===== src/rtl/exu_types_pkg.sv =====
// Types and constants shared across the execute stage.
package exu_types_pkg;

    typedef enum logic [2:0] {
        DIV_NONE = 3'd0,
        DIV      = 3'd1,
        DIVU     = 3'd2,
        REM      = 3'd3,
        REMU     = 3'd4
    } riscv_div_op_e;

    localparam logic [31:0] DIV_ALL_ONES = 32'hFFFF_FFFF;

endpackage


===== src/rtl/div_special_case.sv =====
// Resolves RISC-V divide corner cases (no-op, divide-by-zero, signed overflow)
// without the iterative divider.
module div_special_case
    import exu_types_pkg::*;
#(
    parameter int WIDTH = 32
) (
    input  riscv_div_op_e    op,
    input  logic [WIDTH-1:0] a,
    input  logic [WIDTH-1:0] b,
    output logic             is_special,
    output logic [WIDTH-1:0] special_result
);

    localparam logic signed [WIDTH-1:0] S_MIN     = {1'b1, {(WIDTH-1){1'b0}}};
    localparam logic signed [WIDTH-1:0] S_NEG_ONE = '1;

    logic signed [WIDTH-1:0] a_s;
    logic signed [WIDTH-1:0] b_s;
    logic                    b_zero;
    logic                    ovf;

    assign a_s    = a;
    assign b_s    = b;
    assign b_zero = (b == '0);
    // Only the signed ops can overflow: most-negative / -1
    assign ovf    = (a_s == S_MIN) && (b_s == S_NEG_ONE);

    always_comb begin
        is_special     = 1'b0;
        special_result = '0;
        case (op)
            DIV, DIVU: begin
                if (b_zero) begin
                    is_special     = 1'b1;
                    special_result = '1;
                end else if (op == DIV && ovf) begin
                    is_special     = 1'b1;
                    special_result = a;
                end
            end
            REM, REMU: begin
                if (b_zero) begin
                    is_special     = 1'b1;
                    special_result = a;
                end else if (op == REM && ovf) begin
                    is_special     = 1'b1;
                    special_result = '0;
                end
            end
            default: begin
                is_special     = 1'b1;
                special_result = '0;
            end
        endcase
    end

endmodule


===== src/rtl/div_sched.sv =====
// Round-robin scheduler sharing one iterative divider between two requesters;
// corner cases are answered locally without issuing to the divider.
module div_sched
    import exu_types_pkg::*;
#(
    parameter int WIDTH = 32
) (
    input  logic             clk,
    input  logic             rst,

    input  logic             req0_valid,
    output logic             req0_ready,
    input  riscv_div_op_e    req0_op,
    input  logic [WIDTH-1:0] req0_a,
    input  logic [WIDTH-1:0] req0_b,

    input  logic             req1_valid,
    output logic             req1_ready,
    input  riscv_div_op_e    req1_op,
    input  logic [WIDTH-1:0] req1_a,
    input  logic [WIDTH-1:0] req1_b,

    output logic             div_valid,
    input  logic             div_ready,
    output logic [WIDTH-1:0] div_a,
    output logic [WIDTH-1:0] div_b,
    output riscv_div_op_e    div_op,

    input  logic             div_rsp_valid,
    output logic             div_rsp_ready,
    input  logic [WIDTH-1:0] div_rsp_result,

    output logic             rsp0_valid,
    input  logic             rsp0_ready,
    output logic             rsp1_valid,
    input  logic             rsp1_ready,
    output logic [WIDTH-1:0] rsp_result,

    output logic             busy
);

    typedef enum logic [1:0] {
        S_IDLE,
        S_ISSUE,
        S_WAIT,
        S_RESP
    } div_sched_state_e;

    div_sched_state_e state;
    div_sched_state_e state_next;

    logic             last_grant;
    logic             owner;
    logic             grant;
    logic             req_fire;
    logic             issue_fire;
    logic             rsp_in_fire;
    logic             rsp_out_fire;

    logic [WIDTH-1:0] sel_a;
    logic [WIDTH-1:0] sel_b;
    riscv_div_op_e    sel_op;
    logic             is_special;
    logic [WIDTH-1:0] special_result;

    // On a tie the lane that did not win last time gets the grant
    always_comb begin
        if (req0_valid && req1_valid) begin
            grant = ~last_grant;
        end else begin
            grant = req1_valid;
        end
    end

    assign req0_ready   = (state == S_IDLE) && req0_valid && !grant;
    assign req1_ready   = (state == S_IDLE) && req1_valid &&  grant;
    assign req_fire     = (state == S_IDLE) && (req0_valid || req1_valid);
    assign issue_fire   = div_valid && div_ready;
    assign rsp_in_fire  = div_rsp_valid && div_rsp_ready;
    assign rsp_out_fire = owner ? (rsp1_valid && rsp1_ready) : (rsp0_valid && rsp0_ready);

    assign sel_a  = grant ? req1_a  : req0_a;
    assign sel_b  = grant ? req1_b  : req0_b;
    assign sel_op = grant ? req1_op : req0_op;

    div_special_case #(
        .WIDTH          (WIDTH)
    ) u_special (
        .op             (sel_op),
        .a              (sel_a),
        .b              (sel_b),
        .is_special     (is_special),
        .special_result (special_result)
    );

    always_ff @(posedge clk) begin
        if (rst) begin
            state <= S_IDLE;
        end else begin
            state <= state_next;
        end
    end

    always_comb begin
        state_next = state;
        case (state)
            S_IDLE:  if (req_fire)     state_next = is_special ? S_RESP : S_ISSUE;
            S_ISSUE: if (issue_fire)   state_next = S_WAIT;
            S_WAIT:  if (rsp_in_fire)  state_next = S_RESP;
            S_RESP:  if (rsp_out_fire) state_next = S_IDLE;
            default:                   state_next = S_IDLE;
        endcase
    end

    always_comb begin
        div_valid     = (state == S_ISSUE);
        div_rsp_ready = (state == S_WAIT);
        rsp0_valid    = (state == S_RESP) && !owner;
        rsp1_valid    = (state == S_RESP) &&  owner;
        busy          = (state != S_IDLE);
    end

    // Accept boundary: capture the granted request; corner cases resolve here
    always_ff @(posedge clk) begin
        if (rst) begin
            last_grant <= 1'b1;
            owner      <= 1'b0;
            div_a      <= '0;
            div_b      <= '0;
            div_op     <= DIV_NONE;
            rsp_result <= '0;
        end else if (req_fire) begin
            last_grant <= grant;
            owner      <= grant;
            div_a      <= sel_a;
            div_b      <= sel_b;
            div_op     <= sel_op;
            if (is_special) begin
                rsp_result <= special_result;
            end
        end else if (rsp_in_fire) begin
            rsp_result <= div_rsp_result;
        end
    end

endmodule


===== config.mk =====
export PLATFORM = sky130hd
export DESIGN_NAME = div_sched
export DESIGN_NICKNAME = d
export VERILOG_FILES = /design/src/rtl/exu_types_pkg.sv /design/src/rtl/div_special_case.sv /design/src/rtl/div_sched.sv
export SDC_FILE = /design/constraint.sdc
export NUM_CORES = 1
export LEC_CHECK = 0
export ABC_CLOCK_PERIOD_IN_PS = 4100
export BUFFER_PORTS_ARGS = -buffer_cell sky130_fd_sc_hd__buf_2
export CORE_AREA = 2 2 107 109
export CTS_CLUSTER_SIZE = 25
export DETAILED_ROUTE_END_ITERATION = 16
export DIE_AREA = 0 0 109 111
export GPL_TIMING_DRIVEN = 0
export HOLD_SLACK_MARGIN = 0.15
export PLACE_DENSITY = 0.88
export SLEW_MARGIN = 30
export SYNTH_ARGS = -nofsm -noshare
export SYNTH_HDL_FRONTEND = slang
export SYNTH_SLANG_ARGS = --single-unit

===== constraint.sdc =====
create_clock -name clk -period 4.1 [get_ports clk]
set_clock_uncertainty 0.2 [all_clocks]
set_input_delay 0.41 -clock clk [delete_from_list [all_inputs] [get_ports clk]]
set_output_delay 0.41 -clock clk [all_outputs]
set_load 0.03 [all_outputs]

* After elaboration in Yosys (flattened, before gate mapping)
Cells that the tools add are included.
** Word-level totals
- Register bits :: 103
- Input bits :: 174
- Output and inout bits :: 106
- Word-level logic and storage cells :: 71
** Cells by class
- Equal/unequal tests :: 14
- Multiplexer cells :: 23
- Bitwise gates (word level) :: 1
- Reductions and logical operators :: 26
** Operators with widths (number)
- two-way mux 32 bit :: 8
- one-hot mux 32 bit (2 select lines) :: 1
- == test 32 x 1 -> 1 bit, second input constant :: 1
- == test 32 bit, second input constant :: 1
- logical NOT 32 bit :: 1
- logical AND 1 bit :: 15
- two-way mux 2 bit :: 5
- one-hot mux 2 bit (4 select lines) :: 1
- == test 3 x 2 -> 1 bit, second input constant :: 2
- two-way mux 1 bit :: 6
- != test 2 x 1 -> 1 bit, second input constant :: 3
- == test 2 bit, second input constant :: 2
- != test 2 bit, second input constant :: 2
- AND reduction 4 bit :: 1
- nonzero test 2 bit :: 2
- OR reduction 2 bit :: 2
- == test 3 x 1 -> 1 bit, second input constant :: 1
- == test 3 bit, second input constant :: 1
- two-way mux 3 bit :: 1
- == test 2 x 1 -> 1 bit, second input constant :: 1
- logical NOT 1 bit :: 2
- logical NOT 2 bit :: 1
- one-hot mux 1 bit (2 select lines) :: 1
- AND reduction 2 bit :: 1
- 2 further kinds :: 2

* Depth between registers and ports, before layout
Gate-level depths: netlist of the first run.
- Depth after elaboration :: 12
- Depth in mapped cells :: 10
- Depth with buffers taken out :: 9

* Modules after synthesis
A second synthesis of the first run with hierarchy kept.
** Unflattened totals
- Cell total of the unflattened synthesis :: 702
- Area total of the unflattened synthesis :: 6057.1 um^2
** By module, submodules not included
- div_sched :: instances 1, cells an instance 621, area an instance 5480.3 um^2, seq. area each 2062.0 um^2
- div_special_case :: instances 1, cells an instance 81, area an instance 576.8 um^2, seq. area each 0.0 um^2

* Worst setup path after synthesis of the first run
Ideal clock, no wire load.
- Kind :: input-to-reg
- Start :: in req1_a[28]
- End :: reg rsp_result[10]
- Setup time :: 117 ps
- Arrival :: 2515 ps
- Data required time :: 3783 ps
- Setup slack :: 1267 ps
- Stages :: 7
- Buffers on the path :: 1
- Cell sequence :: or4_1 > or4_1 > nor4_2 > o21ai_2 > o311a_4 > buf_6 > a32o_1
** Between the ends
- Word-level cells in the longest chain between the ends :: 9
- Elaborated cells between the ends (all ways) :: 17
- Classes of those cells :: 2 x eq/ne; 11 x mux; 4 x reduce/logical
** RTL lines
- start: declaration :: RTL line div_sched.sv:20 : input logic [WIDTH-1:0] req1_a,
- two-way mux 32 bit (*) :: RTL line div_sched.sv:82 : assign sel_a = grant ? req1_a : req0_a;
- == test 32 bit (*) :: RTL line div_special_case.sv:27 : assign ovf = (a_s == S_MIN) && (b_s == S_NEG_ONE);
- logical AND 1 bit (*) :: RTL line div_special_case.sv:27
- logical AND 1 bit, on equally long branches :: RTL line div_special_case.sv:46, div_special_case.sv:37
- two-way mux 1 bit (tied with other cells) :: RTL line div_special_case.sv:46 : end else if (op == REM && ovf) begin
- two-way mux 1 bit (tied with other cells) :: RTL line div_special_case.sv:43 : if (b_zero) begin
- one-hot mux 1 bit (2 select lines) or one-hot mux 32 bit (2 select lines) (tied branches) :: RTL line div_special_case.sv:32 : case (op)
- != test 2 x 1 -> 1 bit (no line) or two-way mux 32 bit (tied branches)
- AND reduction 2 bit (no line) or two-way mux 32 bit (tied branches)
- end signal: assignment :: RTL line div_sched.sv:139 : rsp_result <= special_result;
- end signal: assignment :: RTL line div_sched.sv:142 : rsp_result <= div_rsp_result;
- end: declaration :: RTL line div_sched.sv:37 : output logic [WIDTH-1:0] rsp_result,
Every way passes the cells marked *; elsewhere a longest branch is shown, timed or not. The select of a mux whose other input is x is not followed.
A chain may end at the register's enable or synchronous reset.

* Final worst setup path of the first run
- Start :: reg state[1]
- End :: reg div_b[18]
** Between the ends
- Word-level cells in the longest chain between the ends :: 2
** RTL lines
- start: declaration :: RTL line div_sched.sv:49 : div_sched_state_e state;
- start signal: assignment :: RTL line div_sched.sv:100 : state <= state_next;
- logical NOT 2 bit :: RTL line div_sched.sv:77 : assign req_fire = (state == S_IDLE) && (req0_valid || req1_valid);
- logical AND 1 bit :: RTL line div_sched.sv:77
- end signal: assignment :: RTL line div_sched.sv:136 : div_b <= sel_b;
- end: declaration :: RTL line div_sched.sv:26 : output logic [WIDTH-1:0] div_b,
Every way passes these cells.

==> summary.md, run 1 <==
| Metric | Value |
|---|---|
| Yosys warns | `0` |
| Final setup TNS | `0 ns` |
| Synth-to-layout area growth | `37.4%` |
| CTS tree | `yes` |
| Mapped Nets | `between 700 and 800` |
| Critical Path AT | `between 3 and 4 ns` |
| Sequential Power Share | `between 20 and 30%` |
| Grt ovf | `0` |
| Clock buffer depth | `2` |
| Final setup violating endpoints | `0` |
| Fmax | `slightly below 300 MHz` |
| Layout Nets | `between 1,000 and 1,500` |
| Async SR Flop Fraction | `0%` |
| Port Buffers | `about 280` |
| GP Congestion | `about 0.9` |
| Post-synth top flop | `dfxtp_1` |
| Synth Area per Inst | `between 8 and 9 sq um` |
| Hold Crit Class | `in -> reg` |
| Syn Std Cell Area | `between 5000 and 6000 sq um` |
| Hold WS | `between 0.15 and 0.2 ns` |
| Slew @ Worst Pin | `0.982 ns` |
| Int Pwr | `between 2000 and 3000 uW` |
| Design area | `a little over 7000 sq um` |
| Final WS setup | `between 0.7 and 0.8 ns` |
| Yosys reg bits | `103` |
| Detailed-route via count | `6,400` |
| Psw | `2520 uW` |
| Worst Hold Depth | `3` |
| EDFF count, synth | `0` |
| Leak | `between 0.003 and 0.004 uW` |
| Die Width | `109 um` |
| Num Clock Sinks | `103` |
| Fill count | `around 980` |
| Final WL | `21,500 um` |
| RSZ-0062 raised after global routing | `no` |
| Placed Instance Area | `about 6900 sq um` |
| Skew-Pair Late Insertion Delay | `~0.34 ns` |
| CP Capture Type | `flop` |
| CP Class | `reg -> reg` |
| Share of post-route cells with drive strength above 1 | `about 33%` |
| Setup slack at placement | `0.843 ns` |
| CP Launch Type | `flop` |
| Tmin final | `about 3.4 ns` |
| Die height | `111 um` |
| Register area share after synthesis | `about two fifths` |
| PwrDens | `about 730 nW/um^2` |
| Initial Util | `a little under half` |
| Unique masters post-synth | `between 50 and 60` |
| Outcome | `completed` |
| Core Area | `~11,000 sq um` |
| CP required | `about 4.2 ns` |
| Die Area | `between 10,000 and 15,000 sq um` |
| Worst-case vdd ir drop | `0.376 mV` |
| IO Pins | `between 200 and 300` |
| First-pass GRT wire length | `between 30,000 and 40,000 um` |
| CTS H-tree depth | `3` |
| Combinational share of power | `53.0%` |
| Detailed Route Iter0 Violations | `roughly 530` |
| Worst slew margin | `34.5%` |
| Sw frac | `between 40% and 50%` |
| Overall Global Routing Usage | `around a third` |
| DRC errors left | `0` |
| Initial antenna violation count | `2` |
| Clk pin slew, worst setup/hold paths | `0.07 ns` |
| Vias per cell | `6.00` |
| Post-route clock period utilization | `82.1%` |
| Pins Over Slew Limit | `0` |
| CTS Root Cell | `clkbuf_16` |
| Largest net degree at the start of global routing | `16` |
| Crit Path Max Fanout | `10` |
| Clock power share | `roughly 18%` |
| Syn Inst Count | `620` |
| DP HPWL | `between 15,000 and 20,000 um` |
| Row count | `39` |
| 1st-pass router iterations | `5` |
| Per-cell routed wire length | `20.2 um` |
| Antenna-violating nets left | `0` |
| Post-CTS Setup Inserts | `0` |
| Final-report hold violation count | `0` |
| Max cap viols | `0` |
| Worst r2r path cells | `9` |
| Vias in the first global route | `between 6,000 and 7,000` |
| CTS buffer count | `9` |
==> layout by cell type (no fill, tap or decap), types with 31 or more instances in the layout <==
cell type  Yosys  final
nor2_1        76     76
dfxtp_1      103    103
o21ai_0       35     35
a211oi_1      35     35
nand2_1       76     76
nand2b_1      31     31
mux2i_1       35     35
a311oi_1      32     32
buf_2          1    280
clkbuf_1      37     37
==> worst paths after layout <==
check | endpoint | slack, ns | start
worst max-delay path | div_b[18] | 0.73 | state[1]
worst min-delay path | div_b[22] | 0.16 | req1_b[22]
worst max register to register | div_b[18] | 0.73 | state[1]
worst min register to register | rsp_result[31] | 0.24 | rsp_result[31]
==> cell families after synthesis <==
family | synth area share [%]
muxes | 6.62
xor gates and xnor gates | 0.331
AOI/OAI and AO/OA | 23.3
DFF | 39.0
buffers and inverters | 4.92
and+or+nand+nor | 24.7
adders and majority gates | 1.18
==> power groups by stage <==
stage          combinational (uW)  sequential (uW)  clock (uW)
6_report                     2830             1550         955
5_1_grt                      3030             1580         996
4_1_cts                      2810             1540         960
3_5_place_dp                 2780             1560           0
3_3_place_gp                 2740             1550           0
2_1_floorplan                1250             2200           0
==> layer usage <==
layer  vias up  global-route usage [%]  wire length (um)
met5         -                       0                 0
met1      2963                    38.1              8030
met3        86                    6.47              1980
met2       414                    59.0             10500
li1       2937                       -                 -
met4         0                    18.6              1050
==> what timing repair did <==
item                      CTS  global route
hold buffers                7             0
gates resized for setup     0             0
hold endpoints to repair    5             0
==> Yosys cell counts, types with 2 or more instances <==
cell type / number / area (sq um)
nor3_1: 2 / 10.0
and4b_1: 2 / 20.0
nand2b_1: 31 / 194
buf_1: 6 / 22.5
o211ai_1: 3 / 22.5
nand4_1: 18 / 113
ha_1: 5 / 62.6
a21oi_1: 4 / 20.0
a32o_1: 30 / 300
nor2b_1: 4 / 25.0
o22ai_1: 2 / 12.5
a311oi_1: 32 / 280
o21ai_0: 35 / 175
nor4b_1: 3 / 26.3
a31oi_1: 2 / 12.5
nand4b_1: 2 / 17.5
nor4_1: 28 / 175
nor2_1: 76 / 285
dfxtp_1: 103 / 2060
nand2_1: 76 / 285
buf_6: 6 / 67.6
nor3b_1: 2 / 15.0
or4_1: 5 / 37.5
mux2i_1: 35 / 350
a211oi_1: 35 / 263
inv_1: 7 / 26.3
nand3_1: 3 / 15.0
clkbuf_1: 37 / 139
==> area by class of cell <==
| type | count | area (sq um) | share of cell area (%) |
|---|---|---|---|
| repair buffers | 286 | 1470 | 20.2 |
| diodes | 2 | 5.00 | 0.0688 |
| clock buffers | 12 | 267 | 3.66 |
| flip-flops and latches | 103 | 2060 | 28.3 |
| inverters | 7 | 26.3 | 0.361 |
| clock inverters | 3 | 65.1 | 0.894 |
| multi-input cells | 460 | 2970 | 40.8 |
| plain buffers | 50 | 234 | 3.22 |
| well taps | 143 | 179 | 2.46 |
==> flip-flops by register name, summed over array words and instances (netlist names) <==
name        flops
div_a          32
owner           1
rsp_result     32
div_op          3
state           2
div_b          32
last_grant      1
==> critical path, stage by stage (launching register included) <==
cell and delay (ns):
dfxtp_1 0.35, inv_1 0.13, ha_1 0.24, inv_1 0.09, nor2_1 0.36, clkbuf_1 0.56, clkbuf_1 0.44, nor2_1 0.07
a311oi_1 0.28, dlygate4sd3_1 0.60
==> per-stage QoR <==
step | instances | total power, uW | utilization [%]
floorplan | 620 | 3450 | -
global placement | 1042 | 4290 | 62.0
detailed placement | 1042 | 4340 | 62.0
CTS | 1064 | 5310 | 65.6
global route | 1066 | 5600 | 65.7
finish | 1066 | 5330 | 65.7
No activity file was read; power rests on OpenSTA's default activity.
==> inputs of run 2 (changes only) <==
Settings changed: ABC_AREA from default to 1, ABC_CLOCK_PERIOD_IN_PS 4100 to 2900, CORE_AREA 2 2 107 109 to default, CORE_MARGIN from default to 1.5, CORE_UTILIZATION from default to 43, DIE_AREA 0 0 109 111 to default, PLACE_DENSITY 0.88 to 0.81.
Clock period 4.1 ns to 2.9 ns, I/O delays scaled along.
==> summary.md, run 2 <==
| Metric | Value |
|---|---|
| Outcome | `completed` |
| Skew-Pair Late Insertion Delay | `0.36 ns` |
| Clock power share | `approximately 15%` |
| First-pass GRT wire length | `roughly 41,000 um` |
| DRC errors left | `0` |
| Fmax | `between 300 and 400 MHz` |
| Final setup TNS | `0 ns` |
| Initial antenna violation count | `0` |
| Overall Global Routing Usage | `36.9%` |
| Post-route clock period utilization | `99.1%` |
| Critical-path top delay cell | `clkbuf_1` |
| Vias per cell | `about 5.5` |
| Sequential cell area | `about 2100 sq um` |
| Most common cell after layout, fill and taps aside | `buf_2` |
| Worst-case vdd ir drop | `a little over 0.5 mV` |
| Combinational share of power | `about three fifths` |
| Hold Crit Class | `in -> reg` |
| Yosys reg bits | `between 100 and 150` |
| Sequential Power Share | `a little over a quarter` |
| Row count | `42` |
| Tmin final | `about 2.9 ns` |
| Core Area | `about 13,000 sq um` |
| CTS H-tree depth | `3` |
| Top cells by count, synth | `nand2_1 (269), nor2_1 (127), dfxtp_1 (103)` |
| Biggest regs | `div_a (32), div_b (32), rsp_result (32)` |
| Fill count | `roughly 1,100` |
| Detailed-route via count | `between 8,000 and 9,000` |
| Port Buffers | `~280` |
| Register area share after synthesis | `35.3%` |
| Worst-path cell chain | `buf_2 -> buf_4 -> buf_2 -> inv_1 -> a21oi_4 -> clkbuf_1 -> clkbuf_2 -> clkbuf_1 -> a31oi_1` |
| Final-report hold violation count | `0` |
| DP HPWL | `~18,000 um` |
| Post-synth top flop | `dfxtp_1` |
| Share of post-route cells with drive strength above 1 | `32.2%` |
| Synth-to-layout area growth | `61.3%` |
| Syn Inst Count | `about 940` |
| Layout Nets | `1,523` |
| Vias in the first global route | `~7,900` |
| Die Area | `about 14,000 sq um` |
| CP Buf/Inv Count | `7` |
| Unique masters post-synth | `28` |
| Detailed Route Iter0 Violations | `990` |
| Clk pin slew, worst setup/hold paths | `0.07 ns` |
| Synth top area share | `35.3%` |
| Sw frac | `between 50% and 60%` |
| GP Congestion | `~0.99` |
| CP Launch Type | `input pin` |
| Num Clock Sinks | `between 100 and 150` |
| Crit-path leading delay family | `buffers and inverters` |
| Placed Instance Area | `around 7400 sq um` |
| CP Class | `in -> reg` |
| Yosys warns | `0` |
| Int Pwr | `4300 uW` |
| Clock buffer depth | `2` |
| Design area | `~9400 sq um` |
| Mapped Nets | `between 1,000 and 1,500` |
| Crit Path Max Fanout | `10` |
| Antenna cells | `0` |
| Pins Over Slew Limit | `0` |
| Slew @ Worst Pin | `a little over 0.7 ns` |
| PwrDens | `just over 900 nW/um^2` |
| CTS buffer count | `9` |
| 1st-pass router iterations | `7` |
| Async SR Flop Fraction | `0%` |
| Dominant cell type by area after synthesis | `dfxtp_1` |
| EDFF count, synth | `0` |
| Leak | `about 0.0049 uW` |
| Largest net degree at the start of global routing | `16` |
| Final setup violating endpoints | `0` |
| CP required | `2.91 ns` |
| Worst slew margin | `between 50% and 60%` |
| Final WL | `~28,000 um` |
| Per-cell routed wire length | `roughly 18 um` |
| Die height | `about 120 um` |
| Syn Std Cell Area | `~5800 sq um` |
| CP peak stage delay | `about 0.44 ns` |
| Antenna-violating nets left | `0` |
| Tot Pwr | `8660 uW` |
| Multi-input gate area | `about 3600 sq um` |
| Synth Area per Inst | `roughly 6.2 sq um` |
| Psw | `4360 uW` |
| IO Pins | `between 200 and 300` |
| Grt ovf | `0` |
| Die Width | `between 100 and 150 um` |
| Top cells by area, synth | `dfxtp_1 (35%), nand2_1 (17%), nor2_1 (8.2%)` |
| Hold WS | `roughly 0.14 ns` |
| CTS tree | `yes` |
| Count leader, synth | `nand2_1` |
| Critical Path AT | `approximately 2.9 ns` |
| Initial Util | `between 40% and 50%` |
| CP Capture Type | `flop` |
| Most frequent cells in the layout | `buf_2 (285), nand2_1 (211), nor2_1 (109)` |
| CTS Root Cell | `clkbuf_16` |
| Max cap viols | `0` |
==> run 2: cell types whose count changed after synthesis, moves of 31 or more <==
| cell | previous run | this run |
|---|---|---|
| nand2_1 | 76 | 269 |
| a21oi_1 | 4 | 88 |
| inv_1 | 7 | 75 |
| nor2_1 | 76 | 127 |
| nand3_1 | 3 | 44 |
| o21ai_0 | 35 | 76 |
| mux2i_1 | 35 | 0 |
| a211oi_1 | 35 | 1 |
| a311oi_1 | 32 | 0 |
| nand2b_1 | 31 | 0 |
==> run 2: cell families after synthesis <==
logic type               share of synthesized area (%)
buffers and inverters                             10.1
flip-flops                                        35.3
adder cells (fa/ha/maj)                           1.07
AO/OA/AOI/OAI                                     18.3
AND/OR/NAND/NOR                                   35.2
==> run 2: per-stage QoR <==
| stage | std cells | worst slack (ns) | utilization, % |
|---|---|---|---|
| after floorplan | 939 | 0.493 | - |
| after global placement | 1394 | -0.323 | 56.3 |
| after detailed placement | 1394 | -0.368 | 56.3 |
| after CTS | 1513 | 0.0127 | 66.9 |
| after global routing | 1525 | -0.0587 | 71.1 |
| final | 1525 | 0.0256 | 71.1 |
==> run 2: final cells by class <==
class / instances / area share, %
flip-flops and latches: 103 / 21.9
clock buffers: 12 / 2.62
well taps: 176 / 2.34
inverters: 76 / 3.03
multi-input cells: 698 / 37.8
plain buffers: 62 / 4.32
repair buffers: 394 / 27.5
clock inverters: 4 / 0.479
==> run 2: power by group through the flow <==
stage / clock [uW] / combinational (uW) / sequential, uW
after detailed placement: 0 / 4420 / 2330
after global placement: 0 / 4360 / 2320
after floorplan: 0 / 1940 / 3430
final: 1270 / 5050 / 2350
after CTS: 1260 / 4600 / 2310
after global routing: 1320 / 5390 / 2390
==> run 2: final timing paths <==
path                       start              to  slack, ns  depth (start not counted)
hold reg to reg   rsp_result[15]  rsp_result[15]       0.28                          2
hold / removal         req1_b[0]        div_b[0]       0.14                          3
setup reg to reg      last_grant  rsp_result[16]       0.09                         19
setup / recovery      req1_valid       div_a[15]       0.03                          9
==> run 2: repair_timing <==
item / CTS / global route
hold endpoints to repair: 71 / 4
setup buffers: 0 / 6
pin swaps: 2 / 36
cloned: 1 / 3
hold buffers: 102 / 4
endpoints found under the setup margin: 32 / 99
resized for setup: 27 / 138
==> run 2: worst register-to-register path, stage by stage (launching register included) <==
cell	delay, ns
dfxtp_2	0.35
nand2_4	0.09
nand2_8	0.11
buf_4	0.21
nand2_1	0.07
o21ai_1	0.17
nand2_1	0.12
nor2_1	0.10
nand3b_1	0.18
nor2_2	0.18
nand2_1	0.10
nand2_2	0.10
nor2_4	0.06
nand3_4	0.10
nand2_2	0.08
buf_6	0.16
buf_8	0.13
nand2_1	0.06
nand2_1	0.07
nor2_2	0.15
==> run 2: routing by layer <==
layer	up-vias	track usage [%]	part of all wire, %
li1	3844	-	-
met1	3810	43.2	37
met2	630	61.7	47
met3	167	8.72	10
met4	0	21.0	5.6
met5	-	0	0
